### src/rtl/cordic_pkg.sv
// Shared definitions for the iterative CORDIC sequencer: state encoding,
// shift width and the largest supported iteration count.
package cordic_pkg;

   localparam int SHIFT_W  = 4;
   localparam int MAX_ITER = 16;

   typedef enum logic [2:0] {
      ST_IDLE = 3'd0,
      ST_LOAD = 3'd1,
      ST_SHX  = 3'd2,
      ST_SHY  = 3'd3,
      ST_DONE = 3'd4
   } state_t;

endpackage

### src/rtl/cordic_iter_seq.sv
// Two-cycle-per-iteration sequencer sharing one barrel shifter between X and Y.
// start seen at edge 0 gives ld_init in cycle 1 and a done pulse in cycle 2+2*NUM_ITER.
module cordic_iter_seq
   import cordic_pkg::*;
#(
   parameter int NUM_ITER = 16
) (
   input  logic               clk,
   input  logic               reset,
   input  logic               start,
   input  logic               mode,
   input  logic               abort,
   input  logic               z_sign,
   input  logic               y_sign,
   output logic               ready,
   output logic               done,
   output logic               ld_init,
   output logic               sh_sel,
   output logic [SHIFT_W-1:0] shift_amt,
   output logic [SHIFT_W-1:0] atan_addr,
   output logic               tmp_en,
   output logic               xyz_en,
   output logic               dir
);

   if (NUM_ITER < 1 || NUM_ITER > MAX_ITER) begin : g_bad_num_iter
      $error("cordic_iter_seq: NUM_ITER must be within 1..MAX_ITER");
   end

   localparam logic [SHIFT_W-1:0] LAST_I = SHIFT_W'(NUM_ITER - 1);

   state_t             state_q, state_d;
   logic [SHIFT_W-1:0] i_q, i_d;
   logic               mode_q, mode_d;
   logic               dir_q, dir_d;
   logic               ready_q, done_q, ld_init_q, sh_sel_q, tmp_en_q, xyz_en_q;

   always_comb begin
      state_d = state_q;
      i_d     = i_q;
      mode_d  = mode_q;
      dir_d   = dir_q;
      case (state_q)
         ST_IDLE: begin
            if (start) begin
               mode_d  = mode;
               state_d = ST_LOAD;
            end
         end
         ST_LOAD: begin
            i_d     = '0;
            state_d = ST_SHX;
         end
         ST_SHX: begin
            // Direction is frozen here so it stays stable across the whole SHY update.
            dir_d   = mode_q ? y_sign : ~z_sign;
            state_d = ST_SHY;
         end
         ST_SHY: begin
            if (i_q == LAST_I) begin
               state_d = ST_DONE;
            end else begin
               i_d     = i_q + SHIFT_W'(1);
               state_d = ST_SHX;
            end
         end
         ST_DONE: state_d = ST_IDLE;
         default: state_d = ST_IDLE;
      endcase
      if (abort) begin
         state_d = ST_IDLE;
         i_d     = i_q;
         mode_d  = mode_q;
         dir_d   = dir_q;
      end
   end

   // Moore outputs are registered from the next state so they line up with state_q.
   always_ff @(posedge clk or posedge reset) begin
      if (reset) begin
         state_q   <= ST_IDLE;
         i_q       <= '0;
         mode_q    <= 1'b0;
         dir_q     <= 1'b0;
         ready_q   <= 1'b1;
         done_q    <= 1'b0;
         ld_init_q <= 1'b0;
         sh_sel_q  <= 1'b0;
         tmp_en_q  <= 1'b0;
         xyz_en_q  <= 1'b0;
      end else begin
         state_q   <= state_d;
         i_q       <= i_d;
         mode_q    <= mode_d;
         dir_q     <= dir_d;
         ready_q   <= (state_d == ST_IDLE);
         done_q    <= (state_d == ST_DONE);
         ld_init_q <= (state_d == ST_LOAD);
         sh_sel_q  <= (state_d == ST_SHY);
         tmp_en_q  <= (state_d == ST_SHX);
         xyz_en_q  <= (state_d == ST_SHY);
      end
   end

   assign ready     = ready_q;
   assign done      = done_q;
   assign ld_init   = ld_init_q;
   assign sh_sel    = sh_sel_q;
   assign tmp_en    = tmp_en_q;
   assign xyz_en    = xyz_en_q;
   assign dir       = dir_q;
   assign shift_amt = i_q;
   assign atan_addr = i_q;

endmodule

### config.mk
export PLATFORM = sky130hd
export DESIGN_NAME = cordic_iter_seq
export DESIGN_NICKNAME = d
export VERILOG_FILES = /design/src/rtl/cordic_pkg.sv /design/src/rtl/cordic_iter_seq.sv
export SDC_FILE = /design/constraint.sdc
export NUM_CORES = 1
export LEC_CHECK = 0
export ABC_AREA = 1
export CORE_MARGIN = 3
export CORE_UTILIZATION = 40
export CTS_CLUSTER_SIZE = 14
export DETAILED_ROUTE_END_ITERATION = 16
export PLACE_DENSITY = 0.76
export SLEW_MARGIN = 0
export SYNTH_ARGS = -nofsm -noshare
export SYNTH_HDL_FRONTEND = slang
export SYNTH_SLANG_ARGS = --single-unit
### constraint.sdc
create_clock -name clk -period 2.9 [get_ports clk]
set_input_delay 0.29 -clock clk [delete_from_list [all_inputs] [get_ports clk]]
set_output_delay 0.29 -clock clk [all_outputs]
set_load 0.03 [all_outputs]
Word-level counts from Yosys, hierarchy flattened
Index checks and enable logic that the tools add are counted.
{"block": "totals", "reg_bits": 14, "in_bits": 7}
{"block": "classes", "n_addsub": 1, "eq_ne": 9, "mux": 7, "n_bitwise": 2, "n_reduce_logical": 6}
{"op": "3-bit by 2-bit equality test with 1-bit output, second input constant", "count": 4}
{"op": "3-bit case mux with 4 select lines", "count": 1}
{"op": "3-bit two-way mux", "count": 3}
{"op": "4-bit case mux with 2 select lines", "count": 1}
{"op": "3-bit by 1-bit equality test with 1-bit output, second input constant", "count": 2}
{"op": "3-bit logical NOT", "count": 2}
{"op": "3-bit AND reduction", "count": 2}
{"op": "4-bit by 1-bit adder with 4-bit output, second input constant", "count": 1}
{"op": "4-bit equality test, second input constant", "count": 1}
{"op": "4-bit two-way mux", "count": 1}
{"op": "3-bit equality test, second input constant", "count": 1}
{"op": "2-bit inequality test, second input constant", "count": 1}
{"op": "1-bit inverter", "count": 2}
{"op": "2-bit AND reduction", "count": 1}
{"op": "2-bit nonzero test", "count": 1}
{"op": "1-bit two-way mux", "count": 1}

Depth between registers and ports, before layout
Gate-level depths: netlist (run 1).
{"block": "depth", "word_depth": 5, "mapped_depth": 7}

Worst setup path before layout (run 1)
Ideal clock, no wire load.
{"block": "synth_timing", "kind": "register -> register", "from": "register i_q[0] (netlist: atan_addr[0])", "to": "register i_q[3] (netlist: atan_addr[3])", "arrival_time_ps": 1278, "setup_slack_ps": 1548, "path_stages_with_launch": 8, "path_buffers": 0, "period_less_slack_ps": 1352, "cell_sequence": "dfrtp_1 ha_1 inv_1 nor2_4 nand2_4 nand2_4 nand2_1 o21ai_2"}
{"block": "synth_between", "elab_chain_len": 3, "elab_cells_between_ends": 6}
{"item": "from (decl)", "line_no": "cordic_iter_seq.sv:33", "text": "logic [SHIFT_W-1:0] i_q, i_d;"}
{"item": "from (signal assigned)", "line_no": "cordic_iter_seq.sv:93", "text": "i_q <= i_d;"}
{"item": "4-bit by 1-bit adder with 4-bit output / 4-bit equality test (equally long branches)", "line_no": "cordic_iter_seq.sv:63, cordic_iter_seq.sv:60"}
{"item": "4-bit two-way mux / 2-bit inequality test (equally long branches)"}
{"item": "4-bit case mux with 2 select lines / 3-bit AND reduction (equally long branches)"}
Several ways; a longest one is shown, not always the timed one. The select of a mux whose other input is x is not followed.
A chain may end at the register's enable or synchronous reset.

Worst setup path after layout (run 1)
{"block": "layout_timing", "from": "register i_q[2] (netlist: atan_addr[2])", "to": "output port atan_addr[2]"}
{"item": "to (decl)", "line_no": "cordic_iter_seq.sv:20", "text": "output logic [SHIFT_W-1:0] atan_addr,"}
No word-level cell between the ends.

==> results of run 1 <==
## flip-flops by register name, summed over array words and instances (netlist names)
register and count:
done 1, atan_addr 4, state_q 3, mode_q 1
ld_init 1, tmp_en 1, ready 1, dir 1
xyz_en 1
## cell type report
cell class                      count  area, um^2  area share
Timing Repair Buffer               21         210       0.240
Inverter                           10        37.5      0.0428
Sequential cell                    14         352       0.401
Tap cell                           16        20.0      0.0228
Multi-Input combinational cell     42         231       0.264
Clock buffer                        4        26.3      0.0300
## per-stage QoR
stage          worst slack (ps)  power, W  std cells  area (um^2)
2_1_floorplan              1550  0.000293         71          658
3_3_place_gp               1460  0.000332        103          851
3_5_place_dp               1430  0.000333        103          851
4_1_cts                    1140  0.000449        107          877
5_1_grt                    1070  0.000465        107          877
6_report                   1150  0.000441        107          877
## cells in the mapped netlist
cell | number | area (um^2)
inv_2 | 1 | 3.75
o21ai_0 | 1 | 5.00
nand2_2 | 1 | 6.26
o21ai_2 | 1 | 8.76
nor2_2 | 2 | 12.5
buf_4 | 5 | 37.5
xor2_1 | 1 | 8.76
nor3_1 | 1 | 5.00
nand4_1 | 1 | 6.26
o21ai_1 | 3 | 15.0
ha_1 | 1 | 12.5
nand2_4 | 2 | 22.5
nor2_1 | 4 | 15.0
dfstp_2 | 1 | 26.3
inv_1 | 9 | 33.8
nor2_4 | 2 | 22.5
nand2_1 | 17 | 63.8
dfrtp_1 | 13 | 325
o31ai_1 | 1 | 7.51
nand3_1 | 4 | 20.0
## power breakdown
group          switching (W)  internal, W
registers          0.0000123     0.000215
logic              0.0000589    0.0000425
clock network      0.0000591    0.0000533
total               0.000130     0.000310
## per-layer routing
metal  part of all wire  vias to the layer above  GRT usage
li1                   -                      258          -
met1               0.46                      210      0.139
met2               0.48                       10      0.154
met3              0.045                        2     0.0352
met4              0.014                        0     0.0852
met5                  0                        -          0
## path summary, 6_finish.rpt
kind,endpoint,start,depth (start not counted),slack (ps)
max in group asynchronous,ready$_DFF_PP1_,reset,2,2210
max reg2reg,atan_addr[2]$_DFFE_PP0P_,atan_addr[0]$_DFFE_PP0P_,7,1660
min reg2reg,dir$_DFFE_PP0P_,dir$_DFFE_PP0P_,2,480
min in group clk,dir$_DFFE_PP0P_,dir$_DFFE_PP0P_,2,480
min,dir$_DFFE_PP0P_,reset,2,330
max,atan_addr[2],atan_addr[2]$_DFFE_PP0P_,1,1150
## cell families (layout without fill, tap and decap cells)
group,count (synthesis),in the layout,share of synthesized area
AND/OR/NAND/NOR,34,34,0.264
flip-flops,14,14,0.534
adder cells (fa/ha/maj),1,1,0.0190
XOR/XNOR,1,1,0.0133
buffers and inverters,15,35,0.114
AO/OA/AOI/OAI,6,6,0.0551
==> results.md, run 1 <==
* DR WL/cell at a little under 10 um
* Vias in the first global route at 378
* #FFs+latches synth at 14
* Initial antenna violation count at 0
* Total Neg Setup Slack at 0 ps
* Rows at 14
* Final Hold Slack at 328 ps
* Register area share after synthesis at 0.534
* Crit-path max FO at 7
* Yosys warning total at 0
* Antenna-violating nets left at 0
* Worst Path Required at 2610 ps
* Number of vias per cell at 4.49
* Post-Syn Nets at 79
* Gr usage total at 0.111
* GPL Wtd Cong at 0.717
* FMAX at roughly 570 MHz
* Clock Skews at roughly 3.0 ps
* Die Ht at about 47 um
* Share of layout cells above drive strength 1 at 0.143
* Core region area at 1520 um^2
* Cell area after synthesis at 658 um^2
* Leakage at 0.422 nW
* Max-cap violations at 0
* Final core occ at 0.576
* IO Count at 22
* Maximum vdd drop at 0.268 mV
* Crit share post-route at 0.603
* Final #Nets at 100
* Gate Count Post-Synth at just over 70
* Commonest cells after routing, fill and taps aside: clkdlybuf4s50_1, nand2_1, dfrtp_1, inv_1
* FILL cells at 124
* Endpoints failing hold at 0
* Setup violators final at 0
* Root buffer cell: clkbuf_4
* Pwr Density at just over 500 nW/um^2
* Critical path endpoint category: output port
* Max-slew violation count at 0
* Synth unique cells at 20
* Clk_lat worst skew at 280 ps
* Via count at 480
* Die Area at between 2000 and 2500 um^2
* Worst Setup Start Kind: flop
* # Post-CTS Setup Buffers at 0
* RSZ-0062 raised after global routing: no
* Clk sink count at 14
* Clock-pin slew on the worst setup and hold paths at about 80 ps
* Kind of critical path: flop to output port
* CP delay by family, top: buffers and inverters
* TritonCTS Buffers at 3
* First-pass detailed-route iteration total at 2
* Relative slew slack at 0.668
* CTS resizes at 0
* Port Buffers at 21
* Max stage delay on crit path at 710 ps
* Initial Utilization at 0.432
* Hold Buf Count CTS at 0
* Post-DP HPWL at 857 um
* Status: complete, no violations
* GR Overflow Total at 0
* Routed wire length at 1.06 mm
* HP Class: input pin to asynchronous set/reset pin
* Avg Synthesized Cell Area at 9.27 um^2
* CTS Buffer Depth at 2
* CTS tree: built
* Synth-to-Final Area Change at 33.3%
* Post-route DRC at 0
* Crit-path cells: clkdlybuf4s50_1
* Least-Margin Pin Slew at 497 ps
* Crit path time final at 1750 ps
* CP max-delay cell: clkdlybuf4s50_1
* Antenna fix cells at 0
* Crit path buffers/inverters at 1
* CTS H-tree lvls at 1
* Largest net degree at the start of global routing at 15
* Critical path arrival at 1460 ps
* Global-route wire length before repair at 1.61 mm
* Commonest non-fill, non-tap cell in the layout: clkdlybuf4s50_1
* Die span in x at 46.6 um
* DRT iter0 DRCs at 5
No activity file was read; power rests on OpenSTA's default activity.
==> run 2: changes to the inputs <==
--- a/config.mk
+++ b/config.mk
@@ -7,10 +7,10 @@
 export LEC_CHECK = 0
 export ABC_AREA = 1
 export CORE_MARGIN = 3
-export CORE_UTILIZATION = 40
+export CORE_UTILIZATION = 39
 export CTS_CLUSTER_SIZE = 14
 export DETAILED_ROUTE_END_ITERATION = 16
-export PLACE_DENSITY = 0.76
+export PLACE_DENSITY = 0.78
 export SLEW_MARGIN = 0
 export SYNTH_ARGS = -nofsm -noshare
 export SYNTH_HDL_FRONTEND = slang
==> constraint.sdc (replaced) <==
create_clock -name clk -period 1.6 [get_ports clk]
set_input_delay 0.16 -clock clk [delete_from_list [all_inputs] [get_ports clk]]
set_output_delay 0.16 -clock clk [all_outputs]
set_load 0.03 [all_outputs]
==> run 2 against run 1 <==
  * Final area rose by 0.43%
  * Count of clock-buffer cells in the layout unchanged
  * Register-to-register slack lost 1300 ps
  * Sequential share of layout area is 0.17 points lower
  * Total power rose by 83%
  * Sequential power grew 82%
  * Critical path type unchanged
  * Core utilization is 0.41 points lower
  * Clock skew grew 3.2 ps
  * Die area is 2.2% higher
==> results.md, run 2 (same netlist as run 1, synthesis figures left out) <==
* Clock Skews at 6.23 ps
* Crit share post-route at 0.917
* CTS tree: built
* Max reg flops at 4
* Gr usage total at 0.127
* Crit-path cells: clkdlybuf4s50_1
* Clk sink count at 14
* Crit-path max FO at 2
* IO Count at 22
* Maximum vdd drop at 0.505 mV
* Largest net degree at the start of global routing at 15
* Routed wire length at 1.21 mm
* Commonest non-fill, non-tap cell in the layout: nand2_1
* FMAX at ~680 MHz
* Die Ht at 47.1 um
* Worst Path Required at around 1400 ps
* Critical path endpoint category: output port
* Synth-to-Final Area Change at 33.8%
* Crit path time final at 1470 ps
* Antenna-violating nets left at 0
* Max-slew violation count at 0
* Clk_lat worst skew at 280 ps
* DR WL/cell at between 10 and 15 um
* Kind of critical path: flop to output port
* Relative slew slack at 0.663
* Least-Margin Pin Slew at between 500 and 600 ps
* Final #Nets at 100
* Final core occ at 0.571
* Via count at 490
* HP Class: input pin to asynchronous set/reset pin
* DP Area at 851 um^2
* Core region area at between 1500 and 2000 um^2
* Status: complete, no violations
* Worst Setup Start Kind: flop
* Global-route wire length before repair at 1.90 mm
* GPL Wtd Cong at 0.687
* Rows at 14
* CTS H-tree lvls at 1
* Post-route DRC at 0
* Final instance area at roughly 880 um^2
* CTS Buffer Depth at 2
* Total Neg Setup Slack at 0 ps
* Total chip power at 0.000808 W
* Share of layout cells above drive strength 1 at 0.143
* Clock-pin slew on the worst setup and hold paths at about 90 ps
* CP delay by family, top: buffers and inverters
* Number of vias per cell at 4.58
* Max-cap violations at 0
* Initial antenna violation count at 0
* DRT iter0 DRCs at 5
* TritonCTS Buffers at 3
* Vias in the first global route at between 400 and 500
* Root buffer cell: clkbuf_4
* Initial Utilization at 0.427
* Die span in x at 47.1 um
* Leakage at 0.516 nW
* Endpoints failing hold at 0
* Critical path arrival at 1310 ps
* Setup violators final at 0
* Crit path buffers/inverters at 1
* GR Overflow Total at 0
* RSZ-0062 raised after global routing: no
* Final Hold Slack at 197 ps
* Commonest cells after routing, fill and taps aside: nand2_1, dfrtp_1, clkdlybuf4s50_1, inv_1, dlygate4sd2_1
* Die Area at 2220 um^2
* Port Buffers at 21
* CP max-delay cell: clkdlybuf4s50_1
* First-pass detailed-route iteration total at 4
* Pwr Density at about 920 nW/um^2
* FF-to-FF setup slack at 350 ps
* Max stage delay on crit path at 670 ps
* Post-DP HPWL at 933 um
* Antenna fix cells at 0
run 2: cell count changes in the layout (fill, tap and decap cells not counted):
cell	previous run	this run
clkdlybuf4s50_1	21	12
dlygate4sd2_1	0	5
dlymetal6s2s_1	0	4
run 2: what timing repair did:
action	4_1_cts	5_1_grt
hold buffers	0	0
endpoints found under the setup margin	5	4
resized for setup	5	4
buffers inserted	0	0
run 2: path summary, 6_finish.rpt:
kind | start | end | depth (start not counted)
max | xyz_en$_DFF_PP0_ | sh_sel | 1
min | reset | xyz_en$_DFF_PP0_ | 2
max reg2reg | atan_addr[0]$_DFFE_PP0P_ | atan_addr[1]$_DFFE_PP0P_ | 7
min reg2reg | dir$_DFFE_PP0P_ | dir$_DFFE_PP0P_ | 2
max in group asynchronous | reset | ready$_DFF_PP1_ | 2
min in group clk | mode | mode_q$_DFFE_PP0P_ | 3
run 2: layout make-up:
cell class | instances | area [um^2]
repair buffers | 21 | 214
multi-input cells | 42 | 231
fillers | 140 | 661
well taps | 16 | 20.0
clock buffers | 4 | 26.3
flip-flops and latches | 14 | 352
inverters | 10 | 37.5
run 2: through the flow:
step	setup slack (ps)	cells
floorplan	248	71
global placement	280	103
detailed placement	247	103
CTS	0.740	107
global route	85.5	107
finish	133	107
run 2: report_power, final:
| part | leakage (nW) | total [W] | internal, W | switching [W] |
|---|---|---|---|---|
| clock | 0.0150 | 0.000215 | 0.0000969 | 0.000118 |
| sequential | 0.186 | 0.000414 | 0.000389 | 0.0000246 |
| combinational | 0.315 | 0.000180 | 0.0000723 | 0.000107 |
run 2: layer usage:
layer,vias to the layer above,routed length (um),global-route usage
met5,-,0,0
met4,0,38,0.0994
met3,4,54,0.0230
met2,12,578,0.184
met1,218,536,0.164
li1,256,-,-
